**src/rtl/mem_arbiter.sv**
```systemverilog
// Arbiter sharing one single-port memory between instruction fetch and data.
// Data has priority; a starve counter guarantees fetch progress.
module mem_arbiter #(
    parameter int STARVE_LIMIT = 4,
    parameter int TIMEOUT      = 16
) (
    input  logic        clk,
    input  logic        rst,
    input  logic        if_req,
    input  logic [31:0] if_addr,
    output logic [31:0] if_rdata,
    output logic        if_ready,
    input  logic        dm_req,
    input  logic        dm_we,
    input  logic [31:0] dm_addr,
    input  logic [31:0] dm_wdata,
    output logic [31:0] dm_rdata,
    output logic        dm_ready,
    output logic        err,
    output logic        mem_req,
    output logic        mem_we,
    output logic [31:0] mem_addr,
    output logic [31:0] mem_wdata,
    input  logic [31:0] mem_rdata,
    input  logic        mem_ack,
    output logic        freeze
);

    typedef enum logic [1:0] {IDLE, IF_ACC, DM_ACC, DONE} state_t;

    localparam int SW = 4;
    localparam int TW = 8;

    state_t          state;
    state_t          state_nx;
    logic [SW-1:0]   starve;
    logic [TW-1:0]   tcnt;
    logic [31:0]     addr_q;
    logic [31:0]     wdata_q;
    logic            we_q;
    logic            grant_if;
    logic            grant_dm;
    logic            in_acc;
    logic            starve_full;
    logic            timeout;

    assign in_acc      = (state == IF_ACC) || (state == DM_ACC);
    assign starve_full = (starve == SW'(STARVE_LIMIT));
    assign timeout     = (tcnt == TW'(TIMEOUT - 1));
    assign freeze      = if_req && !if_ready;

    always_comb begin
        grant_if = 1'b0;
        grant_dm = 1'b0;
        if (state == IDLE) begin
            unique case (1'b1)
                if_req && dm_req: begin
                    grant_if = starve_full;
                    grant_dm = !starve_full;
                end
                if_req && !dm_req: grant_if = 1'b1;
                dm_req && !if_req: grant_dm = 1'b1;
                default: ;
            endcase
        end
    end

    always_ff @(posedge clk or negedge rst) begin
        if (!rst) begin
            state <= IDLE;
        end else begin
            state <= state_nx;
        end
    end

    always_comb begin
        state_nx = state;
        unique case (state)
            IDLE: begin
                if (grant_if) begin
                    state_nx = IF_ACC;
                end else if (grant_dm) begin
                    state_nx = DM_ACC;
                end
            end
            IF_ACC, DM_ACC: begin
                if (mem_ack || timeout) begin
                    state_nx = DONE;
                end
            end
            DONE:    state_nx = IDLE;
            default: state_nx = IDLE;
        endcase
    end

    always_comb begin
        mem_req   = 1'b0;
        mem_we    = 1'b0;
        mem_addr  = '0;
        mem_wdata = '0;
        if (in_acc) begin
            mem_req   = 1'b1;
            mem_we    = we_q;
            mem_addr  = addr_q;
            mem_wdata = wdata_q;
        end
    end

    always_ff @(posedge clk or negedge rst) begin
        if (!rst) begin
            addr_q   <= '0;
            wdata_q  <= '0;
            we_q     <= 1'b0;
            starve   <= '0;
            tcnt     <= '0;
            if_rdata <= '0;
            dm_rdata <= '0;
            if_ready <= 1'b0;
            dm_ready <= 1'b0;
            err      <= 1'b0;
        end else begin
            if (grant_if) begin
                addr_q  <= if_addr;
                wdata_q <= '0;
                we_q    <= 1'b0;
                starve  <= '0;
            end else if (grant_dm) begin
                addr_q  <= dm_addr;
                wdata_q <= dm_wdata;
                we_q    <= dm_we;
                if (if_req && !starve_full) begin
                    starve <= starve + 1'b1;
                end
            end

            if (grant_if || grant_dm) begin
                tcnt <= '0;
            end else if (in_acc && !mem_ack) begin
                tcnt <= tcnt + 1'b1;
            end

            if (state == IF_ACC && mem_ack) begin
                if_rdata <= mem_rdata;
            end
            if (state == DM_ACC && mem_ack && !we_q) begin
                dm_rdata <= mem_rdata;
            end

            // Ready/err are high exactly for the DONE cycle.
            if_ready <= (state == IF_ACC) && (state_nx == DONE);
            dm_ready <= (state == DM_ACC) && (state_nx == DONE);
            err      <= in_acc && !mem_ack && timeout;
        end
    end

endmodule

```
**config.mk**
```make
export PLATFORM = sky130hd
export DESIGN_NAME = mem_arbiter
export DESIGN_NICKNAME = d
export VERILOG_FILES = /design/src/rtl/mem_arbiter.sv
export SDC_FILE = /design/constraint.sdc
export NUM_CORES = 1
export LEC_CHECK = 0
export ABC_AREA = 1
export CELL_PAD_IN_SITES_DETAIL_PLACEMENT = 0
export CELL_PAD_IN_SITES_GLOBAL_PLACEMENT = 1
export CORE_ASPECT_RATIO = 1.2
export CORE_MARGIN = 1.5
export CORE_UTILIZATION = 33
export DETAILED_ROUTE_END_ITERATION = 10
export HOLD_SLACK_MARGIN = 0.15
export PLACE_DENSITY_LB_ADDON = 0.2
export SLEW_MARGIN = 10
export SYNTH_ARGS = -nofsm -noshare
export SYNTH_HDL_FRONTEND = slang
export SYNTH_SLANG_ARGS = --single-unit
```
**constraint.sdc**
```tcl
create_clock -name clk -period 3.05 [get_ports clk]
set_clock_uncertainty 0.15 [all_clocks]
set_input_delay 0.61 -clock clk [delete_from_list [all_inputs] [get_ports clk]]
set_output_delay 0.61 -clock clk [all_outputs]
set_load 0.05 [all_outputs]
```
==> flow_metrics.env <==
export IMPL_status="completed"
export IMPL_period_minus_slack_ps=2920
export IMPL_syn_nets=961
export IMPL_final_core_util=0.507
export IMPL_drc=0
export IMPL_fin_hold_ws_ps=329
export IMPL_antenna_found_initial=0
export IMPL_synth_cells=821
export IMPL_path_class="register to output port"
export IMPL_p_comb_frac=0.591
export IMPL_syn_area_per_cell_um2=8.11
export IMPL_synth_warnings=0
export IMPL_place_inst=1316
export IMPL_clk_pin_slew_ps=60
export IMPL_r2r_start="state[0]"
export IMPL_htreeDepth=4
export IMPL_clk_path_buf_depth=2
export IMPL_ant_nets=0
export IMPL_clk_insertion_delay_late_ps=410
export IMPL_num_vias=6022
export IMPL_leakagePower_uw=0.00519
export IMPL_place_congestion=0.788
export IMPL_worstPathMaxFanout=3
export IMPL_nets=1215
export IMPL_netlist_area_um2=6660
export IMPL_n_antenna_cell=0
export IMPL_fin_cells=1349
export IMPL_synth_area_leaders="dfrtp_1, nand2_1, inv_1"
export IMPL_dr_first_iter_drc_count=271
export IMPL_fin_crit_sh=0.957
export IMPL_r2r_end="tcnt[5]"
export IMPL_coreArea_um2=19700
export IMPL_timing_fmax_mhz=343
export IMPL_required_ps=2290
export IMPL_ys_seq_area_frac=0.549
export IMPL_worstMarginPinSlew_ps=564
export IMPL_relSlewSlack=0.623
export IMPL_viasPerCell=4.46
export IMPL_yosys_register_bits=146
export IMPL_setup_viol=0
export IMPL_rrSetupSlack_ps=840
export IMPL_powerDensity_nw_per_um2=1330
export IMPL_rsz0062_at_grt="no"
export IMPL_ios=268
export IMPL_ys_top_cells_by_count="nand2_1, dfrtp_1, inv_1"
export IMPL_synth_edff_count=0
export IMPL_holdPathEnd="wdata_q[16]"
export IMPL_gr_total_overflow=0
export IMPL_routed_wl_um=18900
export IMPL_switching_power_uw=6810
export IMPL_die_h_um=159
export IMPL_wl_per_cell_um=14.0
export IMPL_n_fill_cell=1897
export IMPL_post_synth_top_count_cell="nand2_1"
export IMPL_start_util=0.338
export IMPL_reg2reg_depth=10
export IMPL_root_buffer="clkbuf_16"
export IMPL_final_max_slew_violation_count=0
export IMPL_ys_types=28
export IMPL_synth_top_area_share=0.549
export IMPL_synth_area_leader_cell="dfrtp_1"
export IMPL_cts_tree="done"
export IMPL_seq_power_share=0.247
export IMPL_min_from="wdata_q[16]"
export IMPL_grt_max_degree=70
export IMPL_grt_pass1_wl_um=30500
export IMPL_fp_dieW_um=133
export IMPL_arrival_ps=2160
export IMPL_fin_total_pwr_uw=13300
export IMPL_areaGrowthSynthToFinish_pct=50.1
export IMPL_tns_ps=0
export IMPL_dieArea_um2=21000
export IMPL_end_kind="output port"
export IMPL_switching_share=0.513
export IMPL_internal_power_uw=6450
export IMPL_cts_sinks=146
export IMPL_whs_path_depth=2
export IMPL_drive_gt1_frac=0.112
export IMPL_ir_drop_v=0.000664
export IMPL_clkPwrFrac=0.162
export IMPL_synth_ff_type="dfrtp_1"
export IMPL_post_dp_hpwl_um=13100
export IMPL_post_cts_repair_setup_buffers=0
export IMPL_first_global_vias=5831
export IMPL_startpoint_type="register"
export IMPL_numCtsBuffers=17
export IMPL_dr_pass1_iters=4
export IMPL_multi_input_area_um2=2250
export IMPL_place_port_buffers=267
export IMPL_hold_viol=0
export IMPL_maxCapViolCount=0
export IMPL_row_count=56
export IMPL_async_flop_share=1.00
export IMPL_hold_class="register to register"
export IMPL_regArea_um2=3650
export IMPL_grtUsageTotal=0.183
## kinds of logic after synthesis
logic type      share of synthesized area
flops                               0.549
fa+ha+maj                          0.0113
compound gates                     0.0899
simple gates                        0.235
buf+inv                             0.114
xor+xnor                          0.00132
## worst max-delay path, cell delays in order (launching register included)
cell and delay, ps:
dfrtp_1 370, inv_1 80, ha_2 340, nand2_1 70, inv_1 50, clkdlybuf4s50_1 840
## worst max-delay path by stage
stage                         from            to  slack [ps]  cells after the start
after floorplan           state[0]  mem_addr[21]         340                      6
after global routing      state[0]        mem_we          80                      5
after global placement    state[0]  mem_wdata[2]         520                      6
after detailed placement  state[0]  mem_wdata[2]         520                      6
after CTS                 state[0]  mem_wdata[2]          50                      6
final                     state[0]        mem_we         130                      5
## final cells by class
cell class / count / share of cell area
Tap cell: 261 / 0.0327
Timing Repair Buffer: 279 / 0.268
Clock inverter: 14 / 0.0179
Multi-Input combinational cell: 507 / 0.226
Clock buffer: 18 / 0.0430
Inverter: 124 / 0.0470
Sequential cell: 146 / 0.366
## power groups by stage
stage          Sequential, uW  Clock (uW)  Combinational [uW]
3_5_place_dp             3290           0                7910
4_1_cts                  3280        2220                7930
2_1_floorplan            4560           0                4210
5_1_grt                  3380        2300                8440
6_report                 3270        2150                7840
3_3_place_gp             3280           0                7880
## registers in the layout, indices dropped and copies added (netlist names)
| name | cells |
|---|---|
| tcnt | 8 |
| if_ready | 1 |
| addr_q | 32 |
| wdata_q | 32 |
| state | 2 |
| we_q | 1 |
| err | 1 |
| if_rdata | 32 |
| starve | 4 |
| dm_ready | 1 |
| dm_rdata | 32 |
## placed cells by master, fill, tap and decap left out, types with 17 or more instances in the layout
master and n:
clkbuf_16 17, nand3_1 41, a31oi_1 32, buf_4 70, o21ai_0 72, nand2_1 285
inv_1 121, dfrtp_1 146, clkdlybuf4s50_1 200, nor2_1 48
## what timing repair did
action | 4_1_cts | 5_1_grt
hold buffers | 1 | 0
gates resized for setup | 0 | 1
hold endpoints to repair | 36 | 0
endpoints found under the setup margin | 0 | 40
## through the flow
stage	worst slack [ps]	instance area [um^2]
floorplan	342	6660
global placement	523	9370
detailed placement	516	9370
CTS	52.7	9990
global route	75.5	9990
finish	131	9990
## per-layer routing
metal / GRT usage / share of wire
met1: 0.240 / 0.45
met3: 0.0729 / 0.10
met5: 0 / 0
met2: 0.279 / 0.43
met4: 0.0549 / 0.013
Note: power is estimated with default switching activity, not from simulation.
==> edit 1, RTL diff (same flow settings) <==
The localparam `SW` goes from 4 to 5.
--- a/src/rtl/mem_arbiter.sv
+++ b/src/rtl/mem_arbiter.sv
@@ -29,5 +29,5 @@
     typedef enum logic [1:0] {IDLE, IF_ACC, DM_ACC, DONE} state_t;
 
-    localparam int SW = 4;
+    localparam int SW = 5;
     localparam int TW = 8;
 
Formal check against the unedited RTL: no difference found for any inputs over 10 cycles, from zero or initial values and one cycle with rst low; that may be too few to reach the edited logic, so the function may still have changed.
==> edit 1 against the original RTL <==
Sequential cell count grew 1. Register-to-register slack worse by 30 ps. Worst setup slack gained 89 ps. Area after synthesis up 0.38%. Critical path depth down 2. Cell area up 7.1%. Routed wire length is 0.22% lower. Total power up 12%. Hold slack worse by 5.0 ps. Final cell count grew 0.74%.
==> edit 1: results (changes against the original RTL) <==
status=finished clean (unchanged); Iter 0 DRT Violations=202 (was 271); antenna violations before repair=0 (unchanged); largest net degree at the start of global routing=67 (was 70); Async SR Flop Fraction=1.00 (unchanged); WL/cell=13.9 µm (was 14.0 µm); worst-path maximum fanout=3 (unchanged); CP max stage cell=clkdlybuf4s50_1 (unchanged); # diodes=0 (unchanged); post-CTS resize count=0 (unchanged); Worst-Skew Late Latency=410 ps (about the same); H-Tree Level Count=4 (unchanged); vias per cell=4.46 (about the same); Worst EP arrival=2070 ps (was 2160 ps); Main synth FF type=dfrtp_1 (unchanged); gpl congestion=0.743 (was 0.788); Syn. warnings=0 (unchanged); family with the most delay on the worst path=buffers and inverters (unchanged); total global-route track usage=0.187 (was 0.183); Worst-Margin Slew=539 ps (was 564 ps); Pleak=0.00542 µW (was 0.00519 µW); synth top area cells=dfrtp_1 (55%), nand2_1 (16%), inv_1 (6.8%) (unchanged); first-pass GRT wire length=31400 µm (was 30500 µm); fraction of layout cells with a size suffix above 1=0.113 (was 0.112); GRT overflow=0 (unchanged); Max VDD drop=0.000641 V (was 0.000664 V); Syn Inst Count=829 (was 821); Inserted Clock Buffers=17 (unchanged); met2 usage=0.322 (was 0.279); Total Nets Final=1226 (was 1215); Final Non-Filler Cells=1359 (was 1349); Net Count, Synth=969 (was 961); met3 Track Usage GR=0.0591 (was 0.0729); Max stage delay on crit path=approximately 830 ps; DP HPWL=13100 µm (about the same); number of global-route vias before repair=6148 (was 5831); clk root buf=clkbuf_16 (unchanged); Synth top cells by count=nand2_1 (288), dfrtp_1 (147), inv_1 (121) (was nand2_1 (286), dfrtp_1 (146), inv_1 (121)); Hold Path Class=register to register (unchanged); DRT Pass-1 Iters=6 (was 4); clock buffer depth=2 (unchanged); library cells used by synthesis=24 (was 28); M1 GR Usage=0.221 (was 0.240); share of the yosys chip area belonging to registers=0.551 (was 0.549); IO Port Bufs=267 (unchanged); Worst-path clk slew=60 ps (about the same); Inst Count DP=1327 (was 1316)
-- edit 1: logic make-up (layout without fill, tap and decap cells) --
logic type	count (synthesis)	after routing	synth area share
AOI/OAI and AO/OA	116	116	0.0933
DFF	147	147	0.551
adders and majority gates	6	6	0.0112
and+or+nand+nor	391	391	0.234
buffers and inverters	169	438	0.111
-- edit 1: where the power goes --
group / leakage (µW) / switching [µW] / internal, µW
logic: 0.00329 / 5790 / 3450
registers: 0.00181 / 454 / 2810
clock network: 0.000315 / 859 / 1460
-- edit 1: final cells by class --
cell class,instances,area [µm²]
inverters,126,483
repair buffers,281,3290
clock inverters,14,224
multi-input cells,513,2270
clock buffers,17,425
fillers,1868,8990
well taps,261,327
flip-flops and latches,147,3680
-- edit 1: per-layer routing --
layer  vias up  wire (µm)
li1       3062          -
met1      2814       7950
met2       176       9460
met3        12       1260
met4         0        189
met5         -          0
-- edit 1: metrics by stage --
| stage | setup slack, ps | cell area [µm²] |
|---|---|---|
| floorplan | 408 | 6680 |
| global placement | 569 | 10000 |
| detailed placement | 537 | 10000 |
| CTS | 169 | 10700 |
| global route | 151 | 10700 |
| finish | 220 | 10700 |
-- edit 1: repair_timing --
item,4_1_cts,5_1_grt
hold buffers,1,0
buffers inserted,0,0
endpoints found under the hold margin,35,0
-- edit 1: path summary, 6_finish.rpt --
| kind | start | endpoint | slack [ps] | cells past startpoint |
|---|---|---|---|---|
| min in group asynchronous | rst | dm_rdata[30] | 500 | 2 |
| worst min-delay path | starve[4] | starve[4] | 320 | 1 |
| max in group asynchronous | rst | tcnt[3] | 1540 | 3 |
| worst min register to register | starve[4] | starve[4] | 320 | 1 |
| worst max register to register | state[0] | tcnt[3] | 810 | 10 |
| worst max-delay path | state[0] | mem_req | 220 | 3 |
==> edit 2, RTL diff (same settings) <==
Without the edit above. Register the output `err` once more, with the module's reset; this adds one clock of latency there. The other outputs are not delayed to match. Comments in the files are not updated.
--- a/src/rtl/mem_arbiter.sv
+++ b/src/rtl/mem_arbiter.sv
@@ -31,4 +31,6 @@
     localparam int SW = 4;
     localparam int TW = 8;
+
+    logic err_s0;
 
     state_t          state;
@@ -118,5 +120,5 @@
             if_ready <= 1'b0;
             dm_ready <= 1'b0;
-            err      <= 1'b0;
+            err_s0   <= 1'b0;
         end else begin
             if (grant_if) begin
@@ -150,5 +152,13 @@
             if_ready <= (state == IF_ACC) && (state_nx == DONE);
             dm_ready <= (state == DM_ACC) && (state_nx == DONE);
-            err      <= in_acc && !mem_ack && timeout;
+            err_s0   <= in_acc && !mem_ack && timeout;
+        end
+    end
+
+    always_ff @(posedge clk or negedge rst) begin
+        if (!rst) begin
+            err <= '0;
+        end else begin
+            err <= err_s0;
         end
     end
Function: same outputs for any inputs over 10 cycles, from zero or initial values and one cycle with rst low; that may be too few to reach the edited logic, so the function may still have changed.
==> edit 2 against the original RTL <==
Clock power increased by 2%. Routed wire length increased by 3.4%. Sequential cell count is 1 higher. Sequential power about the same. Non-clock buffer count did not move. Total power rose by 12%. Final cell count grew 0.52%. Via count fell by 1.3%. Area after synthesis up 6.8%. Worst setup slack improved by 130 ps. First-iteration DRC count up 2.2%. Cell area grew 8.9%.
==> edit 2: results (changes against the original RTL) <==
status=finished clean (unchanged); placed inst area=0.0102 mm² (was 0.00937 mm²); Synth top cells by count=nand2_1 (284), dfrtp_1 (147), inv_1 (114) (was nand2_1 (286), dfrtp_1 (146), inv_1 (121)); gpl congestion=0.739 (was 0.788); library cells used by synthesis=27 (was 28); antenna violations before repair=2 (was 0); Hold Crit Depth=0 (was 2); largest net degree at the start of global routing=73 (was 70); Iter 0 DRT Violations=277 (was 271); Net Count, Synth=956 (was 961); Async SR Flop Fraction=1.00 (unchanged); Compound-Gate Fraction of Synth Area=0.144 (was 0.0899); synthesized area per cell=8.71 µm² (was 8.11 µm²); Adder-Cell Fraction of Synth Area=0.0106 (was 0.0113); Max stage delay on crit path=450 ps (was 840 ps); Reg-to-Reg Start=state[1] (was state[0]); Max VDD drop=0.000676 V (was 0.000664 V); FF-to-FF End=tcnt[6] (was tcnt[5]); total global-route track usage=0.178 (was 0.183); Hold Path Origin=err_s0 (was wdata_q[16]); flop-to-flop setup slack=760 ps (was 840 ps); fraction of layout cells with a size suffix above 1=0.138 (was 0.112); Worst EP arrival=2030 ps (was 2160 ps); Inst Count DP=1321 (was 1316); final wirelength=19600 µm (was 18900 µm); WL/cell=14.4 µm (was 14.0 µm); worst-path maximum fanout=61 (was 3); synth top area cells=dfrtp_1 (52%), nand2_1 (15%), a31oi_4 (9.0%) (was dfrtp_1 (55%), nand2_1 (16%), inv_1 (6.8%)); first-pass GRT wire length=30900 µm (was 30500 µm); Total Nets Final=1211 (was 1215); Pleak=0.00544 µW (was 0.00519 µW); Worst-Margin Slew=721 ps (was 564 ps); share of the yosys chip area belonging to registers=0.518 (was 0.549); DP HPWL=13500 µm (was 13100 µm); CP max stage cell=ha_2 (was clkdlybuf4s50_1)
## edit 2: cell count changes in the layout (fill, tap and decap cells not counted), moves of 30 or more
cell and delta:
a31oi_1 -30, a31oi_4 +30, buf_12 +30, buf_4 -35, o21ai_0 -40, o21ai_1 +37
## edit 2: power by group
part           leakage (µW)  total (µW)  switching (µW)  internal, µW
registers           0.00181        3260             450          2810
logic               0.00333        9390            6030          3360
clock network      0.000296        2190             937          1250
total               0.00544       14800            7420          7420
## edit 2: cell type report
type	count	area [µm²]
clock buffer	17	425
antenna	2	5.00
timing repair buffer	279	3080
fill	2026	10200
clock inverter	15	189
inverter	122	464
multi-input combinational	504	2700
sequential	147	3680
tap	270	338
## edit 2: cells by family after synthesis
kind of cell | count (synthesis)
AND/OR/NAND/NOR | 388
buffers and inverters | 165
adder cells (fa/ha/maj) | 6
AO/OA/AOI/OAI | 107
XOR/XNOR | 3
flip-flops | 147
## edit 2: how the worst max path moves through the flow
| stage | startpoint | to | slack, ps | depth (start not counted) |
|---|---|---|---|---|
| floorplan | state[0] | mem_addr[0] | 380 | 6 |
| global placement | state[0] | mem_addr[25] | 510 | 5 |
| detailed placement | state[0] | mem_addr[27] | 490 | 5 |
| CTS | state[1] | mem_addr[27] | 20 | 5 |
| global route | state[1] | mem_we | 110 | 6 |
| finish | state[1] | mem_we | 260 | 6 |
## edit 2: timing repair
| action | 4_1_cts | 5_1_grt |
|---|---|---|
| hold buffers | 1 | 0 |
| resized for setup | 0 | 7 |
| endpoints found under the hold margin | 70 | 0 |
| endpoints found under the setup margin | 0 | 7 |
## edit 2: per-stage QoR
step	worst slack (ps)	power [µW]
6_report	259	14800
5_1_grt	106	15700
4_1_cts	20.3	15000
3_5_place_dp	489	12800
3_3_place_gp	509	12700
2_1_floorplan	378	9360
## edit 2: routing by layer
| metal | GRT usage | part of all wire | up-vias |
|---|---|---|---|
| met1 | 0.213 | 0.41 | 2732 |
| met5 | 0 | 0 | - |
| met2 | 0.298 | 0.50 | 156 |
| li1 | - | - | 3029 |
| met3 | 0.0537 | 0.066 | 28 |
| met4 | 0.0722 | 0.025 | 0 |
